--- config.mk ---
export PLATFORM = sky130hd
export DESIGN_NAME = fa32_operand_skew
export DESIGN_NICKNAME = d
export VERILOG_FILES = /design/src/rtl/fa32_pkg.sv /design/src/rtl/op_fifo.sv /design/src/rtl/fa32_operand_skew.sv
export SDC_FILE = /design/constraint.sdc
export NUM_CORES = 1
export LEC_CHECK = 0
export BUFFER_PORTS_ARGS = -buffer_cell sky130_fd_sc_hd__buf_2
export CAP_MARGIN = 10
export CELL_PAD_IN_SITES_DETAIL_PLACEMENT = 0
export CELL_PAD_IN_SITES_GLOBAL_PLACEMENT = 1
export CORE_ASPECT_RATIO = 1.4
export CORE_MARGIN = 2
export CORE_UTILIZATION = 35
export CTS_BUF_LIST = sky130_fd_sc_hd__clkbuf_16
export CTS_CLUSTER_SIZE = 40
export DETAILED_ROUTE_END_ITERATION = 8
export PLACE_DENSITY_LB_ADDON = 0.1
export SYNTH_ARGS = -nofsm -noshare
export SYNTH_HDL_FRONTEND = slang
export SYNTH_HIERARCHICAL = 1
export SYNTH_SLANG_ARGS = --single-unit
--- constraint.sdc ---
create_clock -name clk -period 7.64 [get_ports clk]
set_input_delay 0 -clock clk [delete_from_list [all_inputs] [get_ports clk]]
set_output_delay 0 -clock clk [all_outputs]
set_load 0.02 [all_outputs]
--- src/rtl/fa32_pkg.sv ---
// Shared constants and operand payload for the fa32bit byte-lane adder front end.
package fa32_pkg;

  localparam int unsigned LANE_W     = 8;
  localparam int unsigned NUM_LANES  = 4;
  localparam int unsigned DATA_W     = LANE_W * NUM_LANES;
  localparam int unsigned SUM_LAT    = 5;
  localparam int unsigned FIFO_DEPTH = 4;

  // Occupancy counter width for a FIFO of the given depth (must reach DEPTH itself).
  function automatic int unsigned level_w(input int unsigned depth);
    return $clog2(depth) + 1;
  endfunction

  localparam int unsigned LEVEL_W = level_w(FIFO_DEPTH);

  typedef struct packed {
    logic [DATA_W-1:0] a;
    logic [DATA_W-1:0] b;
    logic              cin;
  } op_pair_t;

  localparam int unsigned PAIR_W = $bits(op_pair_t);

endpackage

--- src/rtl/op_fifo.sv ---
// Synchronous FIFO with registered full/empty flags and occupancy; no empty bypass.
module op_fifo #(
  parameter int unsigned DEPTH = 4,
  parameter int unsigned W     = 69
) (
  input  logic                   clk,
  input  logic                   rst,
  input  logic                   push,
  input  logic                   pop,
  input  logic [W-1:0]           wdata,
  output logic [W-1:0]           rdata_c,
  output logic                   full,
  output logic                   empty,
  output logic [$clog2(DEPTH):0] level
);

  localparam int unsigned PTR_W = $clog2(DEPTH);
  localparam int unsigned LVL_W = PTR_W + 1;

  logic [W-1:0]     mem [DEPTH];
  logic [PTR_W-1:0] wr_ptr;
  logic [PTR_W-1:0] rd_ptr;
  logic             do_push;
  logic             do_pop;
  logic [LVL_W-1:0] level_nxt;

  assign do_push = push && !full;
  assign do_pop  = pop && !empty;
  assign rdata_c = mem[rd_ptr];

  // Next occupancy; a simultaneous push and pop leaves it unchanged.
  always_comb begin
    level_nxt = level;
    if (do_push && !do_pop) begin
      level_nxt = level + LVL_W'(1);
    end else if (!do_push && do_pop) begin
      level_nxt = level - LVL_W'(1);
    end
  end

  // Storage array; contents need no reset since occupancy gates every read.
  always_ff @(posedge clk) begin
    if (do_push) begin
      mem[wr_ptr] <= wdata;
    end
  end

  // Pointers wrap naturally because DEPTH is a power of two.
  always_ff @(posedge clk) begin
    if (rst) begin
      wr_ptr <= '0;
      rd_ptr <= '0;
      level  <= '0;
      full   <= 1'b0;
      empty  <= 1'b1;
    end else begin
      if (do_push) wr_ptr <= wr_ptr + PTR_W'(1);
      if (do_pop)  rd_ptr <= rd_ptr + PTR_W'(1);
      level <= level_nxt;
      full  <= (level_nxt == LVL_W'(DEPTH));
      empty <= (level_nxt == '0);
    end
  end

endmodule

--- src/rtl/fa32_operand_skew.sv ---
// Operand feeder for fa32bit: buffers pairs, skews byte lanes, and tracks sum coherence.
module fa32_operand_skew
  import fa32_pkg::*;
#(
  parameter int unsigned DEPTH = FIFO_DEPTH,
  parameter int unsigned TAGW  = 4
) (
  input  logic                      clk,
  input  logic                      rst,
  input  logic                      in_valid,
  output logic                      in_ready,
  input  logic [31:0]               in_a,
  input  logic [31:0]               in_b,
  input  logic                      in_cin,
  input  logic [TAGW-1:0]           in_tag,
  input  logic                      issue_en,
  output logic [31:0]               a_sk,
  output logic [31:0]               b_sk,
  output logic                      cin_sk,
  output logic                      sum_valid,
  output logic [TAGW-1:0]           sum_tag,
  output logic [level_w(DEPTH)-1:0] level
);

  localparam int unsigned ENT_W = PAIR_W + TAGW;

  op_pair_t          in_pair;
  op_pair_t          head_pair;
  logic [TAGW-1:0]   head_tag;
  logic [ENT_W-1:0]  head_c;
  logic              full;
  logic              empty;
  logic              issue;

  assign in_pair  = '{a: in_a, b: in_b, cin: in_cin};
  assign in_ready = !full;
  assign issue    = issue_en && !empty;
  assign {head_tag, head_pair} = head_c;

  op_fifo #(
    .DEPTH (DEPTH),
    .W     (ENT_W)
  ) u_fifo (
    .clk     (clk),
    .rst     (rst),
    .push    (in_valid),
    .pop     (issue),
    .wdata   ({in_tag, in_pair}),
    .rdata_c (head_c),
    .full    (full),
    .empty   (empty),
    .level   (level)
  );

  // Carry-in travels with lane 0; idle cycles inject zero.
  always_ff @(posedge clk) begin
    if (rst) begin
      cin_sk <= 1'b0;
    end else begin
      cin_sk <= issue ? head_pair.cin : 1'b0;
    end
  end

  for (genvar k = 0; k < NUM_LANES; k++) begin : g_lane
    logic [LANE_W-1:0] a_line [k+1];
    logic [LANE_W-1:0] b_line [k+1];

    // Lane k delay line of k+1 stages, shifting every cycle; bubbles enter as zero.
    always_ff @(posedge clk) begin
      if (rst) begin
        for (int j = 0; j <= k; j++) begin
          a_line[j] <= '0;
          b_line[j] <= '0;
        end
      end else begin
        a_line[0] <= issue ? head_pair.a[k*LANE_W +: LANE_W] : '0;
        b_line[0] <= issue ? head_pair.b[k*LANE_W +: LANE_W] : '0;
        for (int j = 1; j <= k; j++) begin
          a_line[j] <= a_line[j-1];
          b_line[j] <= b_line[j-1];
        end
      end
    end

    assign a_sk[k*LANE_W +: LANE_W] = a_line[k];
    assign b_sk[k*LANE_W +: LANE_W] = b_line[k];
  end

  logic            tok     [SUM_LAT];
  logic [TAGW-1:0] tok_tag [SUM_LAT];

  // Token line: an issue surfaces as sum_valid exactly SUM_LAT edges later.
  always_ff @(posedge clk) begin
    if (rst) begin
      for (int j = 0; j < int'(SUM_LAT); j++) begin
        tok[j]     <= 1'b0;
        tok_tag[j] <= '0;
      end
      sum_valid <= 1'b0;
      sum_tag   <= '0;
    end else begin
      tok[0]     <= issue;
      tok_tag[0] <= issue ? head_tag : '0;
      for (int j = 1; j < int'(SUM_LAT); j++) begin
        tok[j]     <= tok[j-1];
        tok_tag[j] <= tok_tag[j-1];
      end
      sum_valid <= tok[SUM_LAT-1];
      sum_tag   <= tok_tag[SUM_LAT-1];
    end
  end

endmodule

; After elaboration in Yosys (flattened, before gate mapping)
; Memory sizes are Yosys's and may differ from the RTL's. A register that Yosys moved wholly into a read port is not among the register bits.
; Index checks and enable logic that the tools add are counted.
; W data, S select, Z words.
[word_totals]
register_bits = 10
romBits = 0
n_memories = 11
ramBits = 461
elab_cells = 114
inputBits = 73
latchBits = 0
[memory_table]
columns = name, words, word_bits, read_ports, rd_ports_with_merged_regs, write_ports, line_no
row1 = u_fifo.mem, 4, 69, 1, 1, 1, op_fifo.sv:20  ; logic [W-1:0] mem [DEPTH];
row2 = g_lane[3].a_line, 4, 8, 4, 0, 4, fa32_operand_skew.sv:65  ; logic [LANE_W-1:0] a_line [k+1];
row3 = g_lane[3].b_line, 4, 8, 4, 0, 4, fa32_operand_skew.sv:66  ; logic [LANE_W-1:0] b_line [k+1];
row4 = g_lane[2].a_line, 3, 8, 3, 0, 3, fa32_operand_skew.sv:65
row5 = g_lane[2].b_line, 3, 8, 3, 0, 3, fa32_operand_skew.sv:66
row6 = tok_tag, 5, 4, 5, 1, 5, fa32_operand_skew.sv:90  ; logic [TAGW-1:0] tok_tag [SUM_LAT];
row7 = 5 more memories, n/a, n/a, n/a, n/a, n/a, n/a
[op_classes]
reduce_logical = 13
div = 0
multipliers = 0
order_cmp = 0
n_mux = 50
n_eq_ne = 1
n_addsub = 4
n_bitwise = 29
shifts = 0
[ops]
columns = op, n
row1 = $mux W8, 28
row2 = $or A1 B1 Y1, 28
row3 = $mux W4, 6
row4 = $reduce_or A8 Y1, 2
row5 = $mux W1, 12
row6 = $mux W3, 2
row7 = $logic_and A1 B1 Y1, 5
row8 = $add A2 B1 Y2 const B, 2
row9 = $logic_not A1 Y1, 4
row10 = $mux W2, 2
row11 = $add A3 B1 Y3 const B, 1
row12 = $eq A3 B3 Y1 const B, 1
row13 = $logic_not A3 Y1, 1
row14 = $sub A3 B1 Y3 const B, 1
row15 = $reduce_or A2 Y1, 1
row16 = $not A1 Y1, 1

; Longest topological paths before layout
[logic_depth]
depth_word = 7
depth_mapped = 7

; Cells and area by module
; The synthesis kept the hierarchy.
[modules_own_cells]
columns = mod, n_inst, seq_area_each_um2, cells_per_inst, area_per_inst_um2
row1 = op_fifo, 1, 8508.2, 431, 10565.1
row2 = fa32_operand_skew, 1, 3823.7, 459, 5914.4

; Worst setup path after synthesis
; OpenSTA, ideal clock, no wires.
[synth_timing]
path_kind = flip-flop to flip-flop
start = reg u_fifo.full
end = mem u_fifo.mem[0][0], enable pin
setup_time_ps = 435
stages_incl_launch_ff = 4
arrival_time_ps = 2380
setup_slack_ps = 4826
required_time_ps = 7205
cell_sequence = dfxtp_1 and2b_2 buf_2 and2_1
[synth_between]
elab_chain_cells = 4
[synth_rtl]
columns = element, line_no
row1 = from (decl), op_fifo.sv:12  ; output logic full,
row2 = from (signal assigned), op_fifo.sv:60  ; full <= (level_nxt == LVL_W'(DEPTH));
row3 = $logic_not A1 Y1, op_fifo.sv:27  ; assign do_push = push && !full;
row4 = $logic_and A1 B1 Y1, op_fifo.sv:27
row5 = $mux W1, op_fifo.sv:43  ; if (do_push) begin
row6 = $mux W1 (not written as such), op_fifo.sv:44  ; mem[wr_ptr] <= wdata;
row7 = to (decl), op_fifo.sv:20
; No other way between the ends.

==> out/results.txt <==
The logs give 8052 for the number of global-route vias before repair and 31900 um for the aggregate routed wire length. The final global-route overflow total is 0, and the post-synthesis simple-gate area fraction is 10.7%. The congestion estimate from routability-driven global placement came to 0.666. After legalization and detailed placement, the total HPWL measured 16000 um.

The maximum fanout along the worst path came out at 38. The worst-case IR drop observed on VDD is 0.217 mV. The number of remaining DRC errors was 0; the share of synthesized area occupied by flip-flops and latches was 74.8%. The count of final max-slew check failures was 0.

Setup repair after global routing left no endpoint under its margin. The area of the core was 46800 sq um. After clock tree synthesis, the repair step resized 0 gates.

During synthesis, Yosys emitted a total of 6 warnings. The depth of the worst register-to-register path was 3; the average cell area after synthesis was 18.5 sq um. In the finished design, the share of the clock period the worst path needs comes to 34.4%. The nature of the critical path startpoint was a flop. The CTS buffer count came out at 48. In this run the clock root is driven by a sky130_fd_sc_hd__clkbuf_16. CTS saw 478 sinks. The number of antenna diodes in the final layout is 0. For the worst-skew pair, the clock arrives at the later sink with an insertion delay of 550 ps.

The post-route netlist has 31.9% of its cells at a drive strength greater than 1. Buffers placed on the I/O ports in this run total 146. Initial antenna violation count: 1.

After technology mapping, the gate count stands at 890. The worst hold path belongs to the class input port to flop. The run gives 3 as the buffer depth of the longest clock path.

The run gives 19800 sq um as the post-route cell area. The net count of the finished layout was 1149. In the layout the commonest cells are sky130_fd_sc_hd__edfxtp_1, sky130_fd_sc_hd__dfxtp_1, sky130_fd_sc_hd__buf_2, sky130_fd_sc_hd__nor2b_1, sky130_fd_sc_hd__dlygate4sd3_1.

After synthesis, the largest family of logic cells by area is simple AND/OR/NAND/NOR gates. Setup violations remaining at the end of the flow were counted as 0. The fraction of the mapped netlist area in compound gates is 0.349%.

In this run the remaining antenna-violating nets after routing total 0. Power density over the cells: 294 nW/um^2. Total power for the finished layout comes to 5.82 mW. The final reports fail on negative hold slack. In the final timing run, aggregate negative setup slack is 0 ps. The synthesis-to-layout area growth is 19.9%, and the final critical delay including setup and external delays is 2630 ps. The mapped netlist covers 16500 sq um. The minimum hold slack was -62.9 ps. Of the total synthesized cell area, the portion taken by full adders, half adders and majority gates is 0.456%. The worst setup path is captured at a flop. Yosys mapped the design onto 35 distinct sky130hd cell types. The worst setup path is of the flop to flop kind. For the synthesized net count, the log shows 969.

Among all flip-flop cells after synthesis, the most frequent one is sky130_fd_sc_hd__edfxtp_1. The worst hold path passes through 2 cells. After clock tree synthesis, the setup repair step added 0 buffers.

The initialized floorplan defines 94 standard-cell rows. TritonCTS built the clock tree. In the routed layout, each cell is associated on average with a via count of 4.46. The run finished, with violations left. The async set-reset flop share out of synthesis works out to 0%.

Once the floorplan was initialized, standard cells occupied 35.2% of the core. The overall global routing resource usage was 13.1%. The library cell used most frequently in the layout, excluding fill and tap cells, is sky130_fd_sc_hd__edfxtp_1.

In this run the vertical extent of the chip is 261 um. The depth of the CTS H-tree was 2. After Yosys synthesis, XOR and XNOR cells account for 0.311% of the synthesized area.

The first global-routing pass estimated 48400 um of wire. In the final routed layout, each cell accounts on average for 18.4 um. The DRC violation total after the first TritonRoute iteration was 308; the overall die width was 187 um.

After detailed placement, the total cell area comes to 17500 sq um. In this run, synthesis produced a sequential element count of 478. The largest net degree at the start of global routing is 125, and the number of vias after detailed routing is 7713. The logs give 8070 ps for the required time reported for the critical path endpoint and 4 for the length of the first detailed-routing pass in iterations. The tool flagged a number of max-cap violations equal to 0. The final count of hold timing violations is 5. The count of flip-flops with a built-in enable after synthesis is 276, and the top-level port count is 147.

Data arrives at the worst endpoint at 3060 ps. Clock skew on the completed layout was measured at 13.5 ps. After clock tree synthesis, the clock-pin slew on the worst setup and hold paths is 60 ps. For this design, the CTS-stage hold fixing added 70 buffers. For this design the static power due to leakage is 7.07 nW. Headroom to the max-slew limit came out at 29.3%.

Measured against the total synthesized area, the mux share comes to 9.43%. After filler insertion, the fill cell instance count of the layout stands at 4307. At the pin with the least slew margin, the transition time is 1060 ps. The total die area was 48900 sq um. For this run, the top clock speed supported by timing is 380 MHz.
-- path summary, 6_finish.rpt --
path                      end          start  slack, ps
max             tok_tag[0][1]           flop       5010
min          u_fifo/wr_ptr[0]            rst        -60
max reg2reg     tok_tag[0][1]           flop       5010
min reg2reg     tok_tag[2][3]  tok_tag[1][3]        420
-- through the flow --
stage / hold slack [ps] / setup slack, ps / utilization (%) / std cells
floorplan: 98.9 / 4830 / - / 890
global placement: 214 / 4900 / 37.3 / 1574
detailed placement: 218 / 4880 / 37.3 / 1574
CTS: 40.7 / 4870 / 42.2 / 1730
global route: 24.9 / 4760 / 42.2 / 1730
finish: -62.9 / 5010 / 42.2 / 1730
-- routing by layer --
layer	up-vias	wire length [um]	share of wire, %	track usage, %
met4	2	694	2.2	3.98
met2	147	16200	51	23.5
met3	54	1280	4.0	2.60
li1	3643	-	-	-
met5	-	11	0.035	0
met1	3867	13600	43	15.9
-- power by group --
part           internal, mW  switching, mW  total (mW)  leakage (nW)
sequential             2.89         0.0961        2.99          4.17
clock                  1.44          0.944        2.38         0.835
combinational         0.230          0.221       0.451          2.07
-- critical path: stages (launching register included) --
cell                       delay [ps]
sky130_fd_sc_hd__dfxtp_4          790
sky130_fd_sc_hd__buf_4            780
sky130_fd_sc_hd__mux4_2           590
sky130_fd_sc_hd__and4bb_2         230
-- synth_stat cells (4+ instances only) --
master,instances,area [sq um]
sky130_fd_sc_hd__dfxtp_1,202,4040
sky130_fd_sc_hd__nor2b_1,123,769
sky130_fd_sc_hd__a21oi_1,4,20.0
sky130_fd_sc_hd__mux4_2,69,1550
sky130_fd_sc_hd__and4bb_2,53,663
sky130_fd_sc_hd__nor2_1,6,22.5
sky130_fd_sc_hd__ha_1,6,75.1
sky130_fd_sc_hd__edfxtp_1,276,8290
sky130_fd_sc_hd__buf_4,46,345
sky130_fd_sc_hd__inv_1,7,26.3
sky130_fd_sc_hd__and2_1,4,25.0
sky130_fd_sc_hd__buf_2,34,170
sky130_fd_sc_hd__clkbuf_1,6,22.5
sky130_fd_sc_hd__nand2_1,5,18.8
sky130_fd_sc_hd__nor4bb_1,15,150
-- layout make-up --
class	count	area [sq um]	area share, %
clock buffer	51	1280	6.46
clock inverter	35	337	1.70
inverter	7	26.3	0.133
multi-input combinational	311	3510	17.7
sequential	478	12300	62.4
tap	624	781	3.95
timing repair buffer	224	1500	7.58
-- sequential cells by signal, summed over array words and instances (netlist names), named ones only --
register,cells
u_fifo/wr_ptr,2
sum_tag,4
cin_sk,1
u_fifo/rd_ptr,2
g_lane.a_line,80
tok_tag,20
u_fifo/mem,276
g_lane.b_line,80
u_fifo/full,1
u_fifo/empty,1
u_fifo/level,3
sum_valid,1
tok,5
-- kinds of logic (layout without fill, tap and decap cells) --
| group | after synthesis | in the layout |
|---|---|---|
| buf+inv | 101 | 317 |
| mux | 69 | 69 |
| compound gates | 9 | 9 |
| fa+ha+maj | 6 | 6 |
| xor+xnor | 5 | 5 |
| flops | 478 | 478 |
| simple gates | 222 | 222 |
Power figures use the tool's default switching activity.
